<file path="config.mk">
export PLATFORM = sky130hd
export DESIGN_NAME = branch_resolver
export DESIGN_NICKNAME = d
export VERILOG_FILES = /design/src/rtl/branch_resolver_pkg.sv /design/src/rtl/branch_resolver_branch_cond_unit.sv /design/src/rtl/branch_resolver.sv
export SDC_FILE = /design/constraint.sdc
export NUM_CORES = 1
export LEC_CHECK = 0
export CORE_MARGIN = 4
export CORE_UTILIZATION = 54
export DETAILED_ROUTE_END_ITERATION = 7
export PLACE_DENSITY = 0.88
export SYNTH_ARGS = -nofsm -noshare
export SYNTH_HDL_FRONTEND = slang
export SYNTH_HIERARCHICAL = 1
export SYNTH_SLANG_ARGS = --single-unit
</file>
<file path="constraint.sdc">
create_clock -name clk -period 16.11 [get_ports clk]
set_input_delay 4.833 -clock clk [delete_from_list [all_inputs] [get_ports clk]]
set_output_delay 4.833 -clock clk [all_outputs]
set_load 0.01 [all_outputs]
</file>
<file path="src/rtl/branch_resolver_pkg.sv">
// branch_resolver_pkg
// Shared definitions for the EX-stage branch resolver:
//   - one-hot branch-type encodings (bit order beq, bne, blt, bge, bltu, bgeu)
//   - the `zero` constant used when clearing single-bit state
//   - resolver FSM state encoding (RUN / FLUSH)
//   - saturating increment helper for the optional performance counters
`timescale 1ns/1ps

package branch_resolver_pkg;

  localparam int unsigned BR_TYPE_W = 6;

  localparam logic [BR_TYPE_W-1:0] BR_BEQ  = 6'b000001;
  localparam logic [BR_TYPE_W-1:0] BR_BNE  = 6'b000010;
  localparam logic [BR_TYPE_W-1:0] BR_BLT  = 6'b000100;
  localparam logic [BR_TYPE_W-1:0] BR_BGE  = 6'b001000;
  localparam logic [BR_TYPE_W-1:0] BR_BLTU = 6'b010000;
  localparam logic [BR_TYPE_W-1:0] BR_BGEU = 6'b100000;

  localparam logic zero = 1'b0;

  localparam int unsigned PERF_W = 32;

  typedef enum logic {
    RUN   = 1'b0,
    FLUSH = 1'b1
  } br_state_e;

  // Counter that sticks at all-ones instead of wrapping.
  function automatic logic [PERF_W-1:0] sat_inc(input logic [PERF_W-1:0] value);
    return (value == '1) ? value : value + PERF_W'(1);
  endfunction

endpackage

</file>
<file path="src/rtl/branch_resolver_branch_cond_unit.sv">
// branch_cond_unit
// Purely combinational B-type condition evaluation.
// Ports:
//   br_type   in  6     one-hot branch decode {bgeu, bltu, bge, blt, bne, beq}
//   rs1_data  in  XLEN  first forwarded operand
//   rs2_data  in  XLEN  second forwarded operand
//   taken     out 1     actual branch direction (0 when no decode bit is set)
`timescale 1ns/1ps

module branch_cond_unit
  import branch_resolver_pkg::*;
#(
  parameter int XLEN = 32
) (
  input  logic [BR_TYPE_W-1:0] br_type,
  input  logic [XLEN-1:0]      rs1_data,
  input  logic [XLEN-1:0]      rs2_data,
  output logic                 taken
);

  logic eq;
  logic lt_signed;
  logic lt_unsigned;

  assign eq          = (rs1_data == rs2_data);
  assign lt_signed   = ($signed(rs1_data) < $signed(rs2_data));
  assign lt_unsigned = (rs1_data < rs2_data);

  always_comb begin
    taken = zero;
    case (br_type)
      BR_BEQ:  taken = eq;
      BR_BNE:  taken = !eq;
      BR_BLT:  taken = lt_signed;
      BR_BGE:  taken = !lt_signed;
      BR_BLTU: taken = lt_unsigned;
      BR_BGEU: taken = !lt_unsigned;
      default: taken = zero;
    endcase
  end

endmodule

</file>
<file path="src/rtl/branch_resolver.sv">
// branch_resolver
// EX-stage branch resolution: evaluates B-type conditions and jalr targets,
// compares them against the prediction carried from fetch, drives predictor
// training, and on a mispredict squashes the younger pipeline and redirects
// fetch. Mispredict info is registered so PL_flush and *_branch_failed are
// high in the same cycles for the predictor rollback.
//
// Optional build macro: BRANCH_RESOLVER_PERF_EN adds three saturating 32-bit
// event counters (perf_branches, perf_mispredicts, perf_jalr_mispredicts).
//
// Ports:
//   clk, rst                       clock, synchronous active-high reset
//   PL_stall                       freezes all state, gates training outputs
//   ex_valid                       EX slot holds a live instruction
//   beq_ex..bgeu_ex, jalr_ex       one-hot decode of the EX instruction
//   rs1_data, rs2_data             forwarded operands
//   pc_ex, imme_ex                 branch PC and immediate
//   prediction_result_ex           direction predicted at fetch
//   jalr_pc_prediction_ex          target predicted at fetch (RAS)
//   B_type, beq..bgeu              training enables (live, unstalled B-type)
//   corrected_result               actual direction of the trained branch
//   *_branch_failed, pc_branch_failed,
//   B_type_prediction_result_branch_failed   registered mispredict info
//   PL_flush                       squash younger pipeline stages
//   redirect_pc                    correct fetch PC, valid while PL_flush
//
// state | meaning
// ------+-----------------------------------------------------------------
// RUN   | normal operation; mispredicts in EX are detected and captured
// FLUSH | PL_flush asserted; EX is wrong-path, down-counter cnt times out
`timescale 1ns/1ps

module branch_resolver
  import branch_resolver_pkg::*;
#(
  parameter int XLEN         = 32,
  parameter int FLUSH_CYCLES = 1
) (
  input  logic            clk,
  input  logic            rst,
  input  logic            PL_stall,
  input  logic            ex_valid,
  input  logic            beq_ex,
  input  logic            bne_ex,
  input  logic            blt_ex,
  input  logic            bge_ex,
  input  logic            bltu_ex,
  input  logic            bgeu_ex,
  input  logic            jalr_ex,
  input  logic [XLEN-1:0] rs1_data,
  input  logic [XLEN-1:0] rs2_data,
  input  logic [XLEN-1:0] pc_ex,
  input  logic [XLEN-1:0] imme_ex,
  input  logic            prediction_result_ex,
  input  logic [XLEN-1:0] jalr_pc_prediction_ex,
  output logic            B_type,
  output logic            beq,
  output logic            bne,
  output logic            blt,
  output logic            bge,
  output logic            bltu,
  output logic            bgeu,
  output logic            corrected_result,
  output logic            B_type_branch_failed,
  output logic            beq_branch_failed,
  output logic            bne_branch_failed,
  output logic            blt_branch_failed,
  output logic            bge_branch_failed,
  output logic            bltu_branch_failed,
  output logic            bgeu_branch_failed,
  output logic [XLEN-1:0] pc_branch_failed,
  output logic            B_type_prediction_result_branch_failed,
  output logic            PL_flush,
`ifdef BRANCH_RESOLVER_PERF_EN
  output logic [PERF_W-1:0] perf_branches,
  output logic [PERF_W-1:0] perf_mispredicts,
  output logic [PERF_W-1:0] perf_jalr_mispredicts,
`endif
  output logic [XLEN-1:0] redirect_pc
);

  localparam logic [1:0] CNT_LOAD = 2'(FLUSH_CYCLES - 1);

  br_state_e state_q, state_d;
  logic [1:0] cnt_q, cnt_d;
  logic       capture;
  logic       release_info;

  logic [BR_TYPE_W-1:0] br_dec;
  logic                 squash;
  logic                 live;
  logic                 b_live;
  logic                 train_en;
  logic                 taken;
  logic                 b_mis;
  logic                 jalr_mis;
  logic [XLEN-1:0]      jalr_sum;
  logic [XLEN-1:0]      jalr_target;
  logic [XLEN-1:0]      correct_pc;

  logic [BR_TYPE_W-1:0] type_failed_q;

  // ---------------------------------------------------------------------------
  // EX-stage evaluation
  // ---------------------------------------------------------------------------
  assign br_dec = {bgeu_ex, bltu_ex, bge_ex, blt_ex, bne_ex, beq_ex};

  // Anything sitting in EX while flushing is wrong-path.
  assign squash   = (state_q == FLUSH);
  assign live     = ex_valid && !squash;
  assign b_live   = live && (|br_dec);
  assign train_en = !PL_stall;

  branch_cond_unit #(
    .XLEN (XLEN)
  ) u_cond (
    .br_type  (br_dec),
    .rs1_data (rs1_data),
    .rs2_data (rs2_data),
    .taken    (taken)
  );

  assign b_mis = b_live && (taken != prediction_result_ex);

  assign jalr_sum    = rs1_data + imme_ex;
  assign jalr_target = {jalr_sum[XLEN-1:1], 1'b0};
  assign jalr_mis    = live && jalr_ex && (jalr_target != jalr_pc_prediction_ex);

  always_comb begin
    correct_pc = pc_ex + XLEN'(4);
    if (jalr_mis) begin
      correct_pc = jalr_target;
    end else if (taken) begin
      correct_pc = pc_ex + imme_ex;
    end
  end

  // Training outputs are suppressed during a stall so a held instruction
  // trains the predictor only once, on the cycle it actually advances.
  assign B_type           = b_live && train_en;
  assign beq              = beq_ex  && live && train_en;
  assign bne              = bne_ex  && live && train_en;
  assign blt              = blt_ex  && live && train_en;
  assign bge              = bge_ex  && live && train_en;
  assign bltu             = bltu_ex && live && train_en;
  assign bgeu             = bgeu_ex && live && train_en;
  assign corrected_result = taken && B_type;

  // ---------------------------------------------------------------------------
  // Resolver FSM
  // ---------------------------------------------------------------------------
  always_ff @(posedge clk) begin
    if (rst) begin
      state_q <= RUN;
      cnt_q   <= 2'd0;
    end else begin
      state_q <= state_d;
      cnt_q   <= cnt_d;
    end
  end

  always_comb begin
    state_d      = state_q;
    cnt_d        = cnt_q;
    capture      = 1'b0;
    release_info = 1'b0;
    case (state_q)
      RUN: begin
        if ((b_mis || jalr_mis) && !PL_stall) begin
          state_d = FLUSH;
          cnt_d   = CNT_LOAD;
          capture = 1'b1;
        end
      end
      FLUSH: begin
        if (!PL_stall) begin
          if (cnt_q == 2'd0) begin
            state_d      = RUN;
            release_info = 1'b1;
          end else begin
            cnt_d = cnt_q - 2'd1;
          end
        end
      end
      default: begin
        state_d = RUN;
      end
    endcase
  end

  assign PL_flush = (state_q == FLUSH);

  // ---------------------------------------------------------------------------
  // Failed-branch info and redirect target, live exactly while in FLUSH
  // ---------------------------------------------------------------------------
  always_ff @(posedge clk) begin
    if (rst || release_info) begin
      B_type_branch_failed                   <= zero;
      type_failed_q                          <= '0;
      pc_branch_failed                       <= '0;
      B_type_prediction_result_branch_failed <= zero;
      redirect_pc                            <= '0;
    end else if (capture) begin
      // A jalr mispredict has no B-type decode bit set, so all B-type
      // failure flags load 0 for it.
      B_type_branch_failed                   <= b_mis;
      type_failed_q                          <= br_dec & {BR_TYPE_W{b_mis}};
      pc_branch_failed                       <= pc_ex;
      B_type_prediction_result_branch_failed <= prediction_result_ex && b_mis;
      redirect_pc                            <= correct_pc;
    end
  end

  assign beq_branch_failed  = type_failed_q[0];
  assign bne_branch_failed  = type_failed_q[1];
  assign blt_branch_failed  = type_failed_q[2];
  assign bge_branch_failed  = type_failed_q[3];
  assign bltu_branch_failed = type_failed_q[4];
  assign bgeu_branch_failed = type_failed_q[5];

  // ---------------------------------------------------------------------------
  // Optional event counters
  // ---------------------------------------------------------------------------
`ifdef BRANCH_RESOLVER_PERF_EN
  always_ff @(posedge clk) begin
    if (rst) begin
      perf_branches         <= '0;
      perf_mispredicts      <= '0;
      perf_jalr_mispredicts <= '0;
    end else if (!PL_stall) begin
      if (b_live) begin
        perf_branches <= sat_inc(perf_branches);
      end
      if (b_mis) begin
        perf_mispredicts <= sat_inc(perf_mispredicts);
      end
      if (jalr_mis) begin
        perf_jalr_mispredicts <= sat_inc(perf_jalr_mispredicts);
      end
    end
  end
`else
  // Counters are not built; the resolver behaves identically without them.
`endif

  // Decode bits are one-hot by construction upstream; more than one set
  // makes the condition result meaningless.
  decode_onehot_a : assert property (
    @(posedge clk) disable iff (rst)
    ex_valid |-> $onehot0({jalr_ex, br_dec})
  );

endmodule
</file>
==> results.toml, run 1 <==
[synthesis]
syn_inst = 1280
synth_top_flop_cell = "dfxtp_1"
post-synth-top-count-cell = "nand2_1"
synthMuxAreaShare = 0.0223
yosys-top-cells-count = "nand2_1 (168), a21oi_1 (143), nor2_1 (96)"
synth_seq_cells = 75
syn_nets = 1549
synth_top_family_by_area = "compound AO/OA/AOI/OAI gates"
ys_types = 88
synth_top_area_share = 0.162
synth_edf_count = 0
synth_xor_area_frac = 0.110
synth_area_leaders = "dfxtp_1 (16%), ha_1 (13%), a21oi_1 (7.7%)"
synth_fa_ha_area_frac = 0.133
yosysWarnings = 6
yosys.area_share.simple = 0.244
synth_top_cell_by_area = "dfxtp_1"
syn_avg_cell_area_um2 = 7.24
async_flop_share = 0
synth-compound-area-share = 0.273
ys_seq_area_frac = 0.162
synth_area_mm2 = 0.00926

[critical_path]
critPathRequiredTime_ps = 11280
timing.critical_path.from = "rs2_data[14]"
start_kind = "primary input"
worstPathMaxFanout = 57
crit_type = "in -> out"
timing.rr.end = "redirect_pc[10]"
critPathCaptureType = "primary output"
r2r_setup_slack_ps = 12980
crit_end = "corrected_result"
worstPathArrival_ps = 8480
reg2reg_depth = 8
worstReg2RegStart = "PL_flush"

[cells_and_area]
nets = 1757
diodes = 0
multi_input_area_mm2 = 0.00725
area_growth_pct = 30.9
drive_gt1_frac = 0.0368
final-seq-area_mm2 = 0.00150
nFillCells = 1454

[min_path]
hp-class = "reg -> reg"

[route]
drcViolationCount = 0
vias = 10800
vias_per_cell = 6.29
ant_nets = 0
firstDrtPassIters = 5
drt_iter0_drc = 1093
drt_wl_total_mm = 35.4
wl_per_cell_um = 20.7

[pwr]
leakage_nw = 4.91
power_density_mw_per_mm2 = 65.9
ir_worst_vdd_mv = 0.0509

[timing]
tns_ps = 0
min_period_ps = 13310
worst_slew_pin_slew_ps = 1240
maxSlewViolCount = 0
setup_viol = 0
fin_worst_skew_ps = 5.27
min_period_over_period = 0.826
timing.fmax_ghz = 0.0751
rsz0062_at_grt = "false"
hold_viol = 0
setup_slack_ps = 2800
slew_headroom = 0.172

[cts]
cts_resized = 0
max-clock-path-buffers = 2
cts_sinks = 75
cts-root-buf = "clkbuf_16"
post-cts-setup-buffer-count = 0
cts_buffers = 9
clock_latency_ps = 340
clkSlewWorstSetupHoldPaths_ps = 60
cts_tree = "done"
h-tree-depth = 3
hold_buffers = 0

[global_routing]
grt_pass1_vias = 10000
antenna_found_initial = 0
globalRouteOverflowTotal = 0
grtUsageTotal = 0.344
grt_max_degree = 73
grt_pass1_wl_mm = 53.7

[floorplanning]
rows = 47
fp.dieH_um = 139
die-area_mm2 = 0.0193
die_w_um = 139
start_util = 0.555
fp.coreArea_mm2 = 0.0167
io-pin-count = 253

[job]
max_cap_viol_count = 0

[placed_design]
dpl.hpwl_mm = 28.6
place.gp.congestion = 1.01
portBuffers = 252
dp_slack_ps = 2930

[outcome]
status = "finished clean"
[worst max-delay path, cell delays in order]
cell	delay (ps)
clkdlybuf4s50_1	470
inv_1	50
ha_1	300
nand4_1	150
nor4_1	680
o21ai_0	220
a31oi_1	260
o211ai_1	110
o211ai_1	120
buf_4	520
and2_1	220
clkdlybuf4s50_1	530
[worst min-delay path by stage]
stage                               from  depth (start not counted)                   end  slack (ps)
finish              pc_branch_failed[13]                          2  pc_branch_failed[13]         450
global route        pc_branch_failed[21]                          2  pc_branch_failed[21]         480
CTS                 pc_branch_failed[25]                          2  pc_branch_failed[25]         450
detailed placement  pc_branch_failed[25]                          2  pc_branch_failed[25]         450
global placement    pc_branch_failed[14]                          2  pc_branch_failed[14]         440
floorplan                       cnt_q[0]                          2              cnt_q[0]         440
[layout make-up]
type / instances / share of cell area
Clock buffer: 10 / 0.0189
Timing Repair Buffer: 257 / 0.211
Tap cell: 220 / 0.0227
Sequential cell: 75 / 0.124
Inverter: 58 / 0.0180
Multi-Input combinational cell: 1087 / 0.598
Clock inverter: 6 / 0.00743
[layout by cell type, fill, tap and decap left out, drive strengths merged, types with 10 or more instances in the layout]
cell,synthesis,routed
a21o,21,21
o21ai,96,96
clkdlybuf4s50,0,252
nor4,13,13
nand4,27,27
a21oi,145,145
and3,26,26
mux2i,15,15
nand3,36,36
ha,95,95
a31oi,15,15
xor2,38,38
dfxtp,75,75
xnor2,58,58
nor2,97,97
nand2b,13,13
nor3,32,32
nand2,169,169
inv,58,58
a211oi,19,19
o21a,12,12
clkbuf,29,10
and2,11,11
[logic make-up after synthesis]
| logic type | Yosys count |
|---|---|
| and+or+nand+nor | 465 |
| AOI/OAI and AO/OA | 401 |
| buffers and inverters | 118 |
| xor gates and xnor gates | 104 |
| adders and majority gates | 97 |
| DFF | 75 |
| muxes | 20 |
[state kept, by name (all words and copies together), names as in the netlist]
name and count:
cnt_q 2, pc_branch_failed 32, B_type_prediction_result_branch_failed 1, redirect_pc 32, type_failed_q 6, B_type_branch_failed 1
PL_flush 1
[report_power, final]
group          internal (mW)  switching, mW  total (mW)
registers              0.196        0.00653       0.202
logic                  0.167          0.211       0.378
clock network          0.136         0.0824       0.218
total                  0.499          0.300       0.799
[routing by layer]
layer | track usage | up-vias | share of wire
li1 | - | 5098 | -
met1 | 0.449 | 5008 | 0.40
met2 | 0.574 | 587 | 0.46
met3 | 0.0645 | 74 | 0.11
met4 | 0.111 | 0 | 0.030
met5 | 0 | - | 0
[per-stage QoR]
step                instance area (um2)  power [mW]  hold WS, ps  cells   util
detailed placement                11800       0.572          446   1697  0.707
global route                      12100       0.837          476   1713  0.726
CTS                               12100       0.789          455   1713  0.726
global placement                  11800       0.568          441   1697  0.707
finish                            12100       0.799          455   1713  0.726
floorplan                          9260       0.431          437   1280      -
No activity file was read; power rests on OpenSTA's default activity.
==> inputs of run 2 (changes only) <==
- CORE_UTILIZATION: 54 -> 50
- PLACE_DENSITY: 0.88 -> 0.83
- clock period: 16.11 -> 13.35 ns (I/O delays scaled with it)
==> run 2 against run 1 <==
Net effect:
- clock-buffer cell count unchanged
- clock skew is 1.4 ps higher
- global-route usage down 1.6 points
- critical path type unchanged
==> results.toml, run 2 (same netlist as run 1, synthesis figures left out) <==
[cts]
hold_buffers = 0
clkSlewWorstSetupHoldPaths_ps = 60
cts_tree = "done"
max-clock-path-buffers = 2
h-tree-depth = 3
clock_latency_ps = 340
cts_sinks = 75
cts-root-buf = "clkbuf_16"
cts_buffers = 9
cts_resized = 0
post-cts-setup-buffer-count = 0

[cells_and_area]
nFillCells = 1566
final_util = 0.670
layout_commonest_cell = "clkdlybuf4s50_1"
final_cells = 1722
nets = 1757
drive_gt1_frac = 0.0382
most-common-layout-cells = "clkdlybuf4s50_1 (252), nand2_1 (168), a21oi_1 (142)"
largestRegisters = "pc_branch_failed x32, redirect_pc x32, type_failed_q x6"
area_growth_pct = 30.9
diodes = 0

[timing]
setup_viol = 0
slew_headroom = 0.208
min_period_ps = 11360
timing.fmax_ghz = 0.0880
tns_ps = 0
fin_worst_skew_ps = 6.63
min_period_over_period = 0.851
setup_slack_ps = 1990
rsz0062_at_grt = "false"
worst_slew_pin_slew_ps = 1180
maxSlewViolCount = 0
hold_viol = 0

[route]
drcViolationCount = 0
vias = 10700
drt_wl_total_mm = 35.6
drt_iter0_drc = 1234
wl_per_cell_um = 20.6
ant_nets = 0
firstDrtPassIters = 6
vias_per_cell = 6.21

[critical_path]
worstPathMaxFanout = 3
worstPathArrival_ps = 7360
timing.critical_path.from = "rs2_data[11]"
worstPathCellList = "clkdlybuf4s50_1, inv_1, ha_1, nand4_1, nor4_1, o21ai_0, a31oi_1, o211ai_1, o211ai_1, and2_1, clkdlybuf4s50_1"
max_stage_delay_ps = 740
critPathCaptureType = "primary output"
slowest_stage = "nor4_1"
crit_type = "in -> out"
critPathRequiredTime_ps = 9340
worstReg2RegStart = "PL_flush"
start_kind = "primary input"

[floorplanning]
start_util = 0.512
io-pin-count = 253
die-area_mm2 = 0.0208
fp.coreArea_mm2 = 0.0181
rows = 49
fp.dieH_um = 144
die_w_um = 144

[placed_design]
portBuffers = 252
dpl.hpwl_mm = 28.8
place.gp.congestion = 1.03
dp_slack_ps = 2070
placed_cells = 1706

[global_routing]
grt_pass1_wl_mm = 53.5
globalRouteOverflowTotal = 0
grt_max_degree = 57
grtUsageTotal = 0.327
antenna_found_initial = 0
grt_pass1_vias = 9887

[pwr]
totalPowerFinal_uw = 950
power_density_mw_per_mm2 = 78.4
leakage_nw = 4.90
ir_worst_vdd_mv = 0.0641

[outcome]
status = "finished clean"

[job]
max_cap_viol_count = 0

[min_path]
hp-class = "reg -> reg"
min_from = "pc_branch_failed[22]"
==> run 2: cell types whose count changed in the layout (fill, tap and decap cells not counted), sizes merged <==
cell,previous run,this run
clkinv,3,4
bufinv,2,1
==> run 2: cell type report <==
type | instances | area, um2 | share of cell area
Clock inverter | 6 | 65.1 | 0.00537
Timing Repair Buffer | 257 | 2560 | 0.211
Tap cell | 229 | 287 | 0.0236
Clock buffer | 10 | 239 | 0.0197
Multi-Input combinational cell | 1087 | 7250 | 0.598
Inverter | 58 | 218 | 0.0180
Sequential cell | 75 | 1500 | 0.124
==> run 2: metrics by stage <==
stage | area [um2] | hold slack (ps)
final | 12100 | 453
after global routing | 12100 | 470
after CTS | 12100 | 454
after detailed placement | 11800 | 446
after global placement | 11800 | 440
after floorplan | 9260 | 437
==> run 2: worst paths after layout <==
check                           slack [ps]  cells after the start              endpoint
worst max-delay path                  1990                     11      corrected_result
worst min-delay path                   450                      2  pc_branch_failed[22]
worst max register to register       10000                      8       redirect_pc[10]
worst min register to register         450                      2  pc_branch_failed[22]
==> run 2: metal layers <==
layer	vias to the layer above	global-route usage	share of wire
met4	0	0.0981	0.032
met5	-	0	0
met1	4978	0.454	0.43
met3	77	0.0430	0.090
li1	5084	-	-
met2	550	0.531	0.45
==> run 2: power breakdown <==
part | switching [mW] | internal [mW] | total (mW)
Combinational | 0.256 | 0.201 | 0.457
Clock | 0.0992 | 0.150 | 0.249
Sequential | 0.00750 | 0.236 | 0.244
Total | 0.363 | 0.587 | 0.950
==> run 2: worst max-delay path, delay by kind of cell <==
kind	cells	cell delay, ps
and+or+nand+nor	3	1150
buffers and inverters	3	1020
AOI/OAI and AO/OA	4	870
adders and majority gates	1	310
